$ cat src/rtl/rgbled_ctrl_pkg.sv
// Shared types for the WS2812 frame sequencer: colour struct, FSM states, wire-order helper.
package rgbled_ctrl_pkg;

  typedef struct packed {
    logic [7:0] r;
    logic [7:0] g;
    logic [7:0] b;
  } rgb_t;

  typedef enum logic [1:0] {
    IDLE   = 2'd0,
    START  = 2'd1,
    STREAM = 2'd2,
    DRAIN  = 2'd3
  } rgbled_state_e;

  // WS2812 shifts green first, then red, then blue.
  function automatic logic [23:0] to_wire_order(input rgb_t c);
    return {c.g, c.r, c.b};
  endfunction

endpackage

$ cat src/rtl/rgbled_scale.sv
// Combinational 3-channel brightness scaler: out = (c * (brightness + 1)) >> 8.
// Only instantiated when RGBLED_CTRL_BRIGHTNESS_EN is defined.
module rgbled_scale
  import rgbled_ctrl_pkg::*;
(
  input  rgb_t       i_colour,
  input  logic [7:0] i_brightness,
  output rgb_t       o_colour
);

  logic [8:0] w_gain;
  logic [7:0] w_r;
  logic [7:0] w_g;
  logic [7:0] w_b;
  logic [7:0] w_unused_lo_r;
  logic [7:0] w_unused_lo_g;
  logic [7:0] w_unused_lo_b;

  // Gain of 256 makes brightness 255 an exact pass-through.
  assign w_gain = {1'b0, i_brightness} + 9'd1;

  assign {w_r, w_unused_lo_r} = 16'(i_colour.r) * 16'(w_gain);
  assign {w_g, w_unused_lo_g} = 16'(i_colour.g) * 16'(w_gain);
  assign {w_b, w_unused_lo_b} = 16'(i_colour.b) * 16'(w_gain);

  assign o_colour = {w_r, w_g, w_b};

endmodule

$ cat src/rtl/rgbled_ctrl.sv
// Frame sequencer feeding ws281x_drv: per-LED colour registers streamed on request or refresh.
// Optional global brightness scaling under RGBLED_CTRL_BRIGHTNESS_EN.
module rgbled_ctrl
  import rgbled_ctrl_pkg::*;
#(
  parameter int unsigned NumLeds       = 2,
  parameter int unsigned AddrWidth     = 6,
  parameter int unsigned RefreshCycles = 0
) (
  input  logic                 clk_i,
  input  logic                 rst_ni,
  input  logic                 reg_we_i,
  input  logic [AddrWidth-1:0] reg_addr_i,
  input  logic [23:0]          reg_wdata_i,
  input  logic                 update_i,
  input  logic [7:0]           brightness_i,
  output logic                 busy_o,
  output logic                 drv_go_o,
  input  logic                 drv_idle_i,
  output logic [23:0]          drv_data_o,
  output logic                 drv_valid_o,
  output logic                 drv_last_o,
  input  logic                 drv_ack_i
);

  localparam int unsigned          CntW    = (RefreshCycles > 1) ? $clog2(RefreshCycles) : 1;
  localparam logic [CntW-1:0]      CntWrap = CntW'((RefreshCycles > 0) ? RefreshCycles - 1 : 0);
  localparam logic [AddrWidth-1:0] LastIdx = AddrWidth'(NumLeds - 1);

  rgbled_state_e        r_state;
  rgbled_state_e        w_state_nxt;
  rgb_t                 r_colour [NumLeds];
  logic [AddrWidth-1:0] r_idx;
  logic [23:0]          r_data;
  logic                 r_pending;
  logic                 r_drain_first;
  logic [CntW-1:0]      r_refresh;

  logic                 w_expire;
  logic                 w_start;
  logic                 w_last;
  logic                 w_ack;
  logic                 w_load;
  logic [AddrWidth-1:0] w_rd_idx;
  rgb_t                 w_rd_colour;
  rgb_t                 w_out_colour;

  // Out-of-range addresses match no entry and are dropped.
  always_ff @(posedge clk_i or negedge rst_ni) begin
    if (!rst_ni) begin
      for (int unsigned i = 0; i < NumLeds; i++) r_colour[i] <= '0;
    end else if (reg_we_i) begin
      for (int unsigned i = 0; i < NumLeds; i++) begin
        if (reg_addr_i == AddrWidth'(i)) r_colour[i] <= rgb_t'(reg_wdata_i);
      end
    end
  end

  always_comb begin
    w_rd_colour = '0;
    for (int unsigned i = 0; i < NumLeds; i++) begin
      if (w_rd_idx == AddrWidth'(i)) w_rd_colour = r_colour[i];
    end
  end

`ifdef RGBLED_CTRL_BRIGHTNESS_EN
  rgbled_scale u_scale (
    .i_colour     (w_rd_colour),
    .i_brightness (brightness_i),
    .o_colour     (w_out_colour)
  );
`else
  logic w_unused_brightness;
  assign w_unused_brightness = ^brightness_i;
  assign w_out_colour        = w_rd_colour;
`endif

  assign w_expire = (RefreshCycles != 0) && (r_refresh == CntWrap);
  assign w_last   = (r_state == STREAM) && (r_idx == LastIdx);
  assign w_ack    = (r_state == STREAM) && drv_ack_i;

  always_comb begin
    w_state_nxt = r_state;
    case (r_state)
      IDLE:    if (update_i || r_pending || w_expire) w_state_nxt = START;
      START:   w_state_nxt = STREAM;
      STREAM:  if (w_ack && w_last) w_state_nxt = DRAIN;
      DRAIN:   if (!r_drain_first && drv_idle_i) w_state_nxt = r_pending ? START : IDLE;
      default: w_state_nxt = IDLE;
    endcase
  end

  assign w_start = (w_state_nxt == START);

  // The output word is fetched one index ahead so it is ready the cycle after an ack.
  assign w_rd_idx = (r_state == START) ? '0 : r_idx + AddrWidth'(1);
  assign w_load   = (r_state == START) || (w_ack && !w_last);

  always_ff @(posedge clk_i or negedge rst_ni) begin
    if (!rst_ni) begin
      r_state       <= IDLE;
      r_idx         <= '0;
      r_data        <= '0;
      r_pending     <= 1'b0;
      r_drain_first <= 1'b0;
      r_refresh     <= '0;
    end else begin
      r_state       <= w_state_nxt;
      r_drain_first <= (r_state == STREAM);
      if (r_state == START) r_idx <= '0;
      else if (w_ack && !w_last) r_idx <= w_rd_idx;
      if (w_load) r_data <= to_wire_order(w_out_colour);
      if (w_start) r_pending <= 1'b0;
      else if ((r_state != IDLE) && (update_i || w_expire)) r_pending <= 1'b1;
      if (RefreshCycles == 0 || w_start || w_expire) r_refresh <= '0;
      else r_refresh <= r_refresh + CntW'(1);
    end
  end

  assign busy_o      = (r_state != IDLE) || r_pending;
  assign drv_go_o    = (r_state == START);
  assign drv_valid_o = (r_state == STREAM);
  assign drv_last_o  = w_last;
  assign drv_data_o  = r_data;

endmodule

$ cat config.mk
export PLATFORM = sky130hd
export DESIGN_NAME = rgbled_ctrl
export DESIGN_NICKNAME = d
export VERILOG_FILES = /design/src/rtl/rgbled_ctrl_pkg.sv /design/src/rtl/rgbled_scale.sv /design/src/rtl/rgbled_ctrl.sv
export SDC_FILE = /design/constraint.sdc
export NUM_CORES = 1
export LEC_CHECK = 0
export CAP_MARGIN = 20
export CORE_MARGIN = 4
export CORE_UTILIZATION = 45
export DETAILED_ROUTE_END_ITERATION = 8
export PLACE_DENSITY = 0.71
export SKIP_LAST_GASP = 1
export SLEW_MARGIN = 40
export SYNTH_ARGS = -nofsm -noshare
export SYNTH_HDL_FRONTEND = slang
export SYNTH_HIERARCHICAL = 1
export SYNTH_SLANG_ARGS = --single-unit
$ cat constraint.sdc
create_clock -name clk_i -period 5 [get_ports clk_i]
set_input_delay 0.5 -clock clk_i [delete_from_list [all_inputs] [get_ports clk_i]]
set_output_delay 0.5 -clock clk_i [all_outputs]
set_load 0.02 [all_outputs]
* Word-level counts from Yosys, hierarchy flattened
Cells that the tools add are included.
** Word-level totals
- Register bits after elaboration :: 82
- Logic and storage cells :: 50
** Cells by class
- Add/subtract/negate cells :: 1
- Eq/ne operators :: 7
- Mux-type cells :: 12
- Reduce and logical (&&, ||, !) cells :: 19
** Operators by type and width (number)
- $mux 24 :: 2
- $eq 6x1->1 const B :: 3
- $mux 6 :: 3
- $logic_not 6->1 :: 2
- $pmux 2 s4 :: 1
- $add 6x1->6 const B :: 1
- $logic_and 1x1->1 :: 6
- $mux 2 :: 3
- $reduce_bool 2->1 :: 3
- $eq 2x1->1 const B :: 2
- $eq 2x2->1 const B :: 2
- $reduce_and 2->1 :: 2
- $logic_or 1x1->1 :: 3
- $mux 1 :: 3
- $logic_not 1->1 :: 2
- $logic_not 2->1 :: 1

* Longest topological paths before layout
Gate-level depths: netlist of run 1.
- Depth after elaboration :: 7
- Mapped depth :: 7

* Least setup slack after synthesis of run 1
Ideal clock, no wire load.
- Path type :: in2reg
- Start :: input port reg_addr_i[1]
- End :: register r_colour[25] in the netlist's numbering
- Setup time :: 125 ps
- Arrival time :: 1821 ps
- Required time :: 4875 ps
- Setup slack :: 3054 ps
- Stages :: 5
- Path buffers :: 2
- Path through :: nor4_1 -> nor4bb_1 -> clkbuf_1 -> buf_2 -> mux2_2
** Between the ends
- Longest elaborated chain between the ends :: 2
** Ends and longest elaborated chain
- from (decl) :: line rgbled_ctrl.sv:13 : input logic [AddrWidth-1:0] reg_addr_i,
- $logic_not 6->1 :: line rgbled_ctrl.sv:54 : if (reg_addr_i == AddrWidth'(i)) r_colour[i] <= rgb_t'(reg_wdata_i);
- $reduce_and 2->1 (no source line)
- to (signal, indexed assignment) :: line rgbled_ctrl.sv:54
- to (decl) :: line rgbled_ctrl.sv:32 : rgb_t r_colour [NumLeds];
Every way passes these cells.
A chain may end at the register's enable or synchronous reset.

* Final worst setup path of run 1
- Start :: register r_state[0]
- End :: output port drv_go_o
** Between the ends
- Longest elaborated chain between the ends :: 1
** Ends and longest elaborated chain
- from (decl) :: line rgbled_ctrl.sv:30 : rgbled_state_e r_state;
- from (signal assigned) :: line rgbled_ctrl.sv:108 : r_state <= w_state_nxt;
- $eq 2x1->1 :: line rgbled_ctrl.sv:121 : assign drv_go_o = (r_state == START);
- to (decl) :: line rgbled_ctrl.sv:18 : output logic drv_go_o,
Every way passes these cells.

==> results.json, run 1 <==
{
  "ctsResizeCount": 0,
  "route.detailed.drc": 0,
  "syn-instance-count": 303,
  "crit_path_end_kind": "output port",
  "pwr-share-comb_pct": 43.8,
  "arrival_ns": 2.17,
  "post-synth-top-count-cell": "dfrtp_1",
  "synthSimpleGateAreaFrac_pct": 12.1,
  "switching_power_uw": 974,
  "slew_headroom_pct": 51.2,
  "synth_edf_count": 0,
  "die_h_um": 97.5,
  "rr_worst_depth": 7,
  "place_hpwl_um": 4680,
  "synth_fa_ha_area_share_pct": 0.693,
  "antenna_found_initial": 0,
  "drive_gt1_share_pct": 20.1,
  "mappedNetlistArea_mm2": 0.00361,
  "whs_ns": 0.163,
  "worstSetupPathType": "reg2out",
  "cts.path.max_buffers": 2,
  "synth_compound_area_share_pct": 9.71,
  "placed_cell_area_mm2": 0.00431,
  "synth_top_family_by_area": "multiplexers",
  "synth_seq_cells": 82,
  "via_per_inst": 5.48,
  "fmaxAchievable_mhz": 374,
  "cts_root_buffer": "clkbuf_8",
  "postCtsSetupBuffers": 0,
  "drt_iter0_drc": 135,
  "ys_async_sr_fraction_pct": 100,
  "leakage_uw": 0.00189,
  "critPathLaunch": "r_state[0]",
  "slew_viol_final": 0,
  "cts_max_level": 3,
  "synth_top_cell_area_share_pct": 56.9,
  "synth_common_cells": "dfrtp_1, mux2_2, nor2_1",
  "rsz0062_at_grt": "false",
  "clkPwrFrac_pct": 16.7,
  "rrSetupSlack_ns": 2.90,
  "p_int_uw": 1480,
  "synthDistinctLibCells": 38,
  "ff_latch_area_mm2": 0.00205,
  "areaGrowthSynthToFinish_pct": 23.8,
  "finish.utilization_pct": 57.5,
  "num_vias": 2550,
  "nets": 406,
  "routed_wl_um": 7640,
  "numCtsBuffers": 9,
  "antenna_cells": 0,
  "reg2reg_from": "r_idx[0]",
  "timing.final.crit_share_pct": 53.4,
  "yosysWarnings": 6,
  "yosys.area.top_type": "dfrtp_1",
  "avgSynthCellArea_um2": 11.9,
  "clock-sinks": 82,
  "seq_area_frac_synth_pct": 56.9,
  "place_congestion": 0.775,
  "wl_per_cell_um": 16.4,
  "fillers": 629,
  "overflow": 0,
  "switching_share_pct": 39.7,
  "fin_setup_tns_ns": 0,
  "dieArea_mm2": 0.00952,
  "finalClockSkew_ns": 0.0147,
  "port_buffers": 63,
  "firstDrtPassIters": 4,
  "grt_max_degree": 83,
  "cts.hold.buffers_added": 0,
  "coreArea_mm2": 0.00777,
  "grt_pass1_wl_um": 12500,
  "max-vdd-ir-drop_uv": 258,
  "start_util_pct": 46.5,
  "worst_pin_slew_ns": 0.732,
  "io_pins": 72,
  "grt_pass1_vias": 2533,
  "ant_nets": 0,
  "final_hold_viol_count": 0,
  "multiInputGateArea_mm2": 0.00145,
  "status": "completed",
  "synthMuxAreaShare_pct": 15.3,
  "finalSetupViolCount": 0,
  "power.density_mw_per_mm2": 550,
  "synth_area_leaders": "dfrtp_1, mux2_2, a31oi_1",
  "maxCapViolations": 0,
  "start_kind": "register",
  "cts_tree": "done",
  "track_usage_pct": 16.3,
  "row_count": 32,
  "synth_ff_type": "dfrtp_1",
  "insertion_delay_ns": 0.34,
  "rr_endpoint": "drv_data_o[14]",
  "finish.instance_area_mm2": 0.00447,
  "clk_pin_slew_worst_paths_ns": 0.09,
  "hp-class": "in2async",
  "required_ns": 4.50,
  "dp_cells": 451,
  "fin_cells": 465,
  "crit_fanout": 13,
  "synth-xor-area-share_pct": 1.70,
  "min_period_ns": 2.67,
  "die_w_um": 97.5,
  "p_seq_share_pct": 39.5,
  "synth_nets": 349
}
## cell usage in the layout, fill, tap and decap left out, types with 2 or more instances in the layout
master,n
nand4_1,3
a31oi_2,2
clkinv_2,2
o21ai_1,24
nor2_1,34
a31oi_1,24
ha_1,2
nor4_4,2
dfrtp_1,82
mux2_2,44
clkdlybuf4s50_1,62
nor2b_1,2
xor2_1,3
nand3_1,25
and4_1,2
nand2_1,4
mux2_1,4
clkbuf_8,10
inv_1,2
buf_4,5
xnor2_1,4
## logic make-up (layout without fill, tap and decap cells)
family                   count (synthesis)  count (layout)
AO/OA/AOI/OAI                           56              56
AND/OR/NAND/NOR                         83              83
flip-flops                              82              82
adder cells (fa/ha/maj)                  2               2
XOR/XNOR                                 7               7
buffers and inverters                   24              84
multiplexers                            49              49
## power by group through the flow
stage               logic, uW  registers (uW)  clock network [uW]
finish                   1080             969                 410
global route             1160             997                 448
CTS                      1090             971                 420
detailed placement       1080             982                   0
global placement         1070             976                   0
floorplan                 589            1070                   0
## worst max path at each step
stage	end	cells past startpoint
after global placement	drv_data_o[9]	5
after detailed placement	r_colour[43]	5
after floorplan	r_colour[25]	5
final	drv_go_o	2
after CTS	drv_go_o	2
after global routing	drv_go_o	2
## critical path, stage by stage, from the launching register on
cell,delay (ns)
dfrtp_1,0.46
nor2b_2,0.63
clkdlybuf4s50_1,0.75
## state kept, by name, indices dropped and copies added, names as in the netlist
signal and cells:
r_colour 48, r_state 2, drv_data_o 24, r_pending 1, r_idx 6, r_drain_first 1
## cell type report
cell class,count,share of cell area (%)
multi-input combinational,197,32.5
clock buffer,11,3.17
inverter,2,0.168
sequential,82,45.9
tap,102,2.86
clock inverter,3,0.392
timing repair buffer,68,15.0
## routing by layer
| layer | routed length, um | GRT usage (%) | part of all wire, % |
|---|---|---|---|
| met5 | 0 | 0 | 0 |
| met4 | 65 | 5.32 | 0.85 |
| met3 | 347 | 4.16 | 4.5 |
| met2 | 3720 | 27.0 | 49 |
| met1 | 3510 | 21.0 | 46 |
## stage by stage
step | worst slack [ns] | total power, uW
6_report | 2.33 | 2450
5_1_grt | 2.23 | 2610
3_5_place_dp | 2.55 | 2070
4_1_cts | 2.33 | 2480
3_3_place_gp | 2.38 | 2040
2_1_floorplan | 3.05 | 1660
Power figures use the tool's default switching activity.
==> run 2: changes to the inputs <==
==> constraint.sdc (replaced) <==
create_clock -name clk_i -period 2.55 [get_ports clk_i]
set_input_delay 0.255 -clock clk_i [delete_from_list [all_inputs] [get_ports clk_i]]
set_output_delay 0.255 -clock clk_i [all_outputs]
set_load 0.02 [all_outputs]
==> run 2 against run 1 <==
Flip-flop and latch count unchanged. Cell count increased by 2.2%. First-iteration DRC count decreased by 44%. Register-to-register slack got worse by 2.4 ns. Via count increased by 1.6%. Clock-buffer cell count increased by 1. Total power increased by 100%. Critical path depth increased by 1. Sequential power increased by 96%. Wire length increased by 0.31%. Sequential share of layout area decreased by 1.1 points. Worst hold slack improved by 0.14 ns. Critical endpoint is now drv_last_o.
==> results.json, run 2 (same netlist as run 1, synthesis figures left out) <==
{
  "grt_pass1_vias": 2645,
  "place_hpwl_um": 4950,
  "wl_per_cell_um": 16.1,
  "final_common_cell": "dfrtp_1",
  "highest_layer": "met4",
  "port_buffers": 63,
  "finish.utilization_pct": 58.9,
  "hp-class": "in2async",
  "ant_nets": 0,
  "worstSetupPathType": "reg2out",
  "clock-sinks": 82,
  "largest_register": "r_colour",
  "die_w_um": 97.5,
  "dieArea_mm2": 0.00952,
  "io_pins": 72,
  "max-vdd-ir-drop_uv": 508,
  "drt_iter0_drc": 75,
  "numCtsBuffers": 9,
  "finalSetupViolCount": 0,
  "num_vias": 2591,
  "postCtsSetupBuffers": 0,
  "row_count": 32,
  "route.detailed.drc": 0,
  "power.density_mw_per_mm2": 1070,
  "cts.hold.buffers_added": 1,
  "clk_pin_slew_worst_paths_ns": 0.09,
  "ctsResizeCount": 0,
  "firstDrtPassIters": 4,
  "arrival_ns": 1.95,
  "grt_pass1_wl_um": 13100,
  "track_usage_pct": 16.9,
  "place_congestion": 0.801,
  "clkPwrFrac_pct": 16.9,
  "drive_gt1_share_pct": 21.7,
  "fmaxAchievable_mhz": 454,
  "coreArea_mm2": 0.00777,
  "preCtsSetupSlack_ns": 0.487,
  "slew_viol_final": 0,
  "cts_tree": "done",
  "grt_max_degree": 83,
  "rr_endpoint": "drv_data_o[8]",
  "antenna_found_initial": 0,
  "required_ns": 2.30,
  "status": "completed",
  "leakage_uw": 0.00194,
  "insertion_delay_ns": 0.34,
  "rr_worst_depth": 7,
  "nets": 414,
  "cts_max_level": 3,
  "worst_pin_slew_ns": 0.629,
  "crit_fanout": 9,
  "crit_path_end_kind": "output port",
  "routed_wl_um": 7660,
  "largest_register_ffs": 48,
  "reg2reg_from": "r_idx[0]",
  "slew_headroom_pct": 57.9,
  "m1WireLength_um": 3440,
  "switching_power_uw": 1930,
  "final_hold_viol_count": 0,
  "mostFrequentLayoutCells": "dfrtp_1, clkdlybuf4s50_1, mux2_2",
  "start_kind": "register",
  "overflow": 0,
  "start_util_pct": 46.5,
  "fin_ws_ns": 0.346,
  "fin_setup_tns_ns": 0,
  "areaGrowthSynthToFinish_pct": 26.7,
  "switching_share_pct": 39.2,
  "maxCapViolations": 0,
  "finalClockSkew_ns": 0.0114,
  "antenna_cells": 0,
  "rrSetupSlack_ns": 0.47,
  "p_int_uw": 2980,
  "cts_root_buffer": "clkbuf_8",
  "pwr-share-comb_pct": 44.4,
  "min_period_ns": 2.20,
  "die_h_um": 97.5,
  "via_per_inst": 5.45,
  "timing.final.crit_share_pct": 86.4,
  "met3_length_um": 414,
  "cts.path.max_buffers": 2,
  "rsz0062_at_grt": "false",
  "met2WireLength_um": 3700,
  "p_seq_share_pct": 38.7
}
[run 2: metal layers]
metal  vias up  global-route usage [%]
met2        81                    26.7
met3         9                    4.45
met4         0                    5.96
li1       1220                       -
met5         -                       0
met1      1281                    22.5
[run 2: worst max-delay path by stage]
stage                     cells after the start          start        endpoint
final                                         3     r_state[1]      drv_last_o
after global routing                          3     r_state[1]      drv_last_o
after CTS                                     3     r_state[1]      drv_last_o
after detailed placement                      5  reg_addr_i[1]    r_colour[36]
after global placement                        5  reg_addr_i[1]    r_colour[37]
after floorplan                               7       r_idx[0]  drv_data_o[20]
[run 2: power by group through the flow]
stage	sequential [uW]	combinational (uW)	clock, uW
global placement	1920	2160	0
detailed placement	1930	2190	0
global route	1960	2390	912
CTS	1900	2190	849
floorplan	2100	1150	0
finish	1900	2180	829
[run 2: area by class of cell]
class                      count  area (um^2)
tap                          102          128
inverter                       2         7.51
timing repair buffer          76          764
clock inverter                 4         27.5
clock buffer                  12          145
multi-input combinational    197         1450
sequential                    82         2050
fill                         670         3190
[run 2: worst max-delay path, stage by stage (launching register included)]
cell             delay [ns]
dfrtp_1                0.49
nor2b_1                0.28
and4_1                 0.23
clkdlybuf4s50_1        0.61
[run 2: per-stage QoR]
stage / cells / power (uW) / area [um^2] / hold WS [ns]
after global routing: 475 / 5260 / 4570 / 0.310
after floorplan: 303 / 3250 / 3610 / -0.0406
after CTS: 474 / 4950 / 4550 / 0.497
final: 475 / 4910 / 4570 / 0.300
after global placement: 457 / 4080 / 4350 / 0.464
after detailed placement: 457 / 4120 / 4360 / 0.349
==> run 3: changes to the inputs <==
--- a/config.mk
+++ b/config.mk
@@ -5,11 +5,10 @@
 export SDC_FILE = /design/constraint.sdc
 export NUM_CORES = 1
 export LEC_CHECK = 0
-export CAP_MARGIN = 20
 export CORE_MARGIN = 4
-export CORE_UTILIZATION = 45
+export CORE_UTILIZATION = 51
 export DETAILED_ROUTE_END_ITERATION = 8
-export PLACE_DENSITY = 0.71
+export PLACE_DENSITY = 0.79
 export SKIP_LAST_GASP = 1
 export SLEW_MARGIN = 40
 export SYNTH_ARGS = -nofsm -noshare
==> run 3 against run 2 <==
Fmax increased by 0.21%. Total power increased by 4.4%. Worst hold slack improved by 0.19 ns. Critical path depth stayed put. Combinational power about the same. Non-clock buffer count decreased by 2. First-iteration DRC count is 92% higher. Clock-buffer cell count shrank 3.
==> results.json, run 3 (same netlist as run 1, synthesis figures left out) <==
{
  "die_w_um": 92.1,
  "place_congestion": 0.787,
  "worstSetupPathType": "reg2out",
  "cts_tree": "done",
  "ctsResizeCount": 0,
  "drive_gt1_share_pct": 21.6,
  "max-vdd-ir-drop_uv": 475,
  "grt_pass1_vias": 2626,
  "required_ns": 2.30,
  "io_pins": 72,
  "leakage_uw": 0.00195,
  "cts.hold.buffers_added": 1,
  "rr_endpoint": "drv_data_o[9]",
  "status": "completed",
  "drt_iter0_drc": 144,
  "finish.instance_area_mm2": 0.00458,
  "slew_viol_final": 0,
  "finalClockSkew_ns": 0.00918,
  "numCtsBuffers": 9,
  "worst_pin_slew_ns": 0.737,
  "nets": 412,
  "wl_per_cell_um": 16.9,
  "largest_register": "r_colour",
  "fin_setup_tns_ns": 0,
  "rrSetupSlack_ns": 0.44,
  "fillers": 531,
  "antenna_found_initial": 0,
  "areaGrowthSynthToFinish_pct": 27.0,
  "crit_fanout": 9,
  "worst-path-buf-inv": 1,
  "placed_cell_area_mm2": 0.00436,
  "grt_pass1_wl_um": 13100,
  "timing.final.crit_share_pct": 86.2,
  "arrival_ns": 1.94,
  "critPathMaxStageDelay_ns": 0.60,
  "worst_path_max_delay_cell": "clkdlybuf4s50_1",
  "rsz0062_at_grt": "false",
  "fmaxAchievable_mhz": 455,
  "coreArea_mm2": 0.00683,
  "start_util_pct": 52.8,
  "slew_headroom_pct": 50.8,
  "grt_max_degree": 83,
  "overflow": 0,
  "track_usage_pct": 19.6,
  "hp-class": "in2async",
  "final_hold_viol_count": 0,
  "port_buffers": 63,
  "maxCapViolations": 0,
  "crit_chain": "nor2b_1 > and4_1 > clkdlybuf4s50_1",
  "die_h_um": 92.1,
  "power.density_mw_per_mm2": 1120,
  "finalSetupViolCount": 0,
  "clk_pin_slew_worst_paths_ns": 0.09,
  "start_kind": "register",
  "cts_max_level": 3,
  "clock-sinks": 82,
  "final_common_cell": "dfrtp_1",
  "postCtsSetupBuffers": 0,
  "row_count": 30,
  "routed_wl_um": 7890,
  "firstDrtPassIters": 4,
  "dieArea_mm2": 0.00849,
  "mostFrequentLayoutCells": "dfrtp_1, clkdlybuf4s50_1, mux2_2",
  "ant_nets": 0,
  "insertion_delay_ns": 0.35,
  "num_vias": 2628,
  "place_hpwl_um": 4990,
  "crit_family": "buffers and inverters",
  "cts.path.max_buffers": 2,
  "largest_register_ffs": 48,
  "crit_path_end_kind": "output port",
  "antenna_cells": 0,
  "via_per_inst": 5.64,
  "min_period_ns": 2.20,
  "cts_root_buffer": "clkbuf_8",
  "route.detailed.drc": 0,
  "rr_worst_depth": 7,
  "reg2reg_from": "r_idx[0]"
}
run 3: changes by cell type in the layout (fill, tap and decap cells not counted), moves of 2 or more:
cell       before  now
buf_4          10    8
bufinv_16       0    2
clkbuf_1        2    0
clkinv_4        0    2
run 3: metal layers:
| metal | vias up | global-route usage [%] | wire length (um) | share of wire (%) |
|---|---|---|---|---|
| li1 | 1219 | - | - | - |
| met5 | - | 0 | 0 | 0 |
| met2 | 66 | 32.7 | 4020 | 51 |
| met1 | 1331 | 26.0 | 3410 | 43 |
| met4 | 0 | 6.56 | 129 | 1.6 |
| met3 | 12 | 3.61 | 326 | 4.1 |
run 3: area by class of cell:
cell class	count	area [um^2]	area share, %
multi-input combinational	197	1440	31.5
inverter	2	7.51	0.164
timing repair buffer	74	742	16.2
sequential	82	2050	44.8
tap	96	120	2.62
clock inverter	6	92.6	2.02
clock buffer	9	124	2.70
run 3: worst max-delay path by stage:
stage,from,to,slack (ns),cells after the start
6_report,r_state[1],drv_last_o,0.35,3
5_1_grt,r_idx[0],drv_data_o[14],0.25,7
4_1_cts,r_state[1],drv_last_o,0.34,3
3_5_place_dp,reg_addr_i[1],r_colour[40],0.46,5
3_3_place_gp,reg_addr_i[1],r_colour[34],0.49,5
2_1_floorplan,r_idx[0],drv_data_o[20],0.67,7
run 3: worst register-to-register path: cells and delay by family, from the launching register on:
| kind | cells | cell delay, ns |
|---|---|---|
| DFF | 1 | 0.49 |
| AOI/OAI and AO/OA | 3 | 0.46 |
| buffers and inverters | 1 | 0.34 |
| adders and majority gates | 1 | 0.32 |
| and+or+nand+nor | 1 | 0.23 |
| xor gates and xnor gates | 1 | 0.21 |
run 3: power by group:
part / switching (uW) / internal, uW
sequential: 249 / 1660
clock: 467 / 549
combinational: 1250 / 947
total: 1970 / 3160
run 3: per-stage QoR:
stage / util (%) / instances / setup slack, ns / hold slack [ns] / total power (uW)
2_1_floorplan: - / 303 / 0.674 / -0.0406 / 3250
3_3_place_gp: 63.7 / 450 / 0.490 / 0.463 / 4080
3_5_place_dp: 63.8 / 450 / 0.462 / 0.341 / 4140
4_1_cts: 67.1 / 466 / 0.341 / 0.494 / 5160
5_1_grt: 67.1 / 466 / 0.248 / 0.519 / 5440
6_report: 67.1 / 466 / 0.351 / 0.491 / 5120
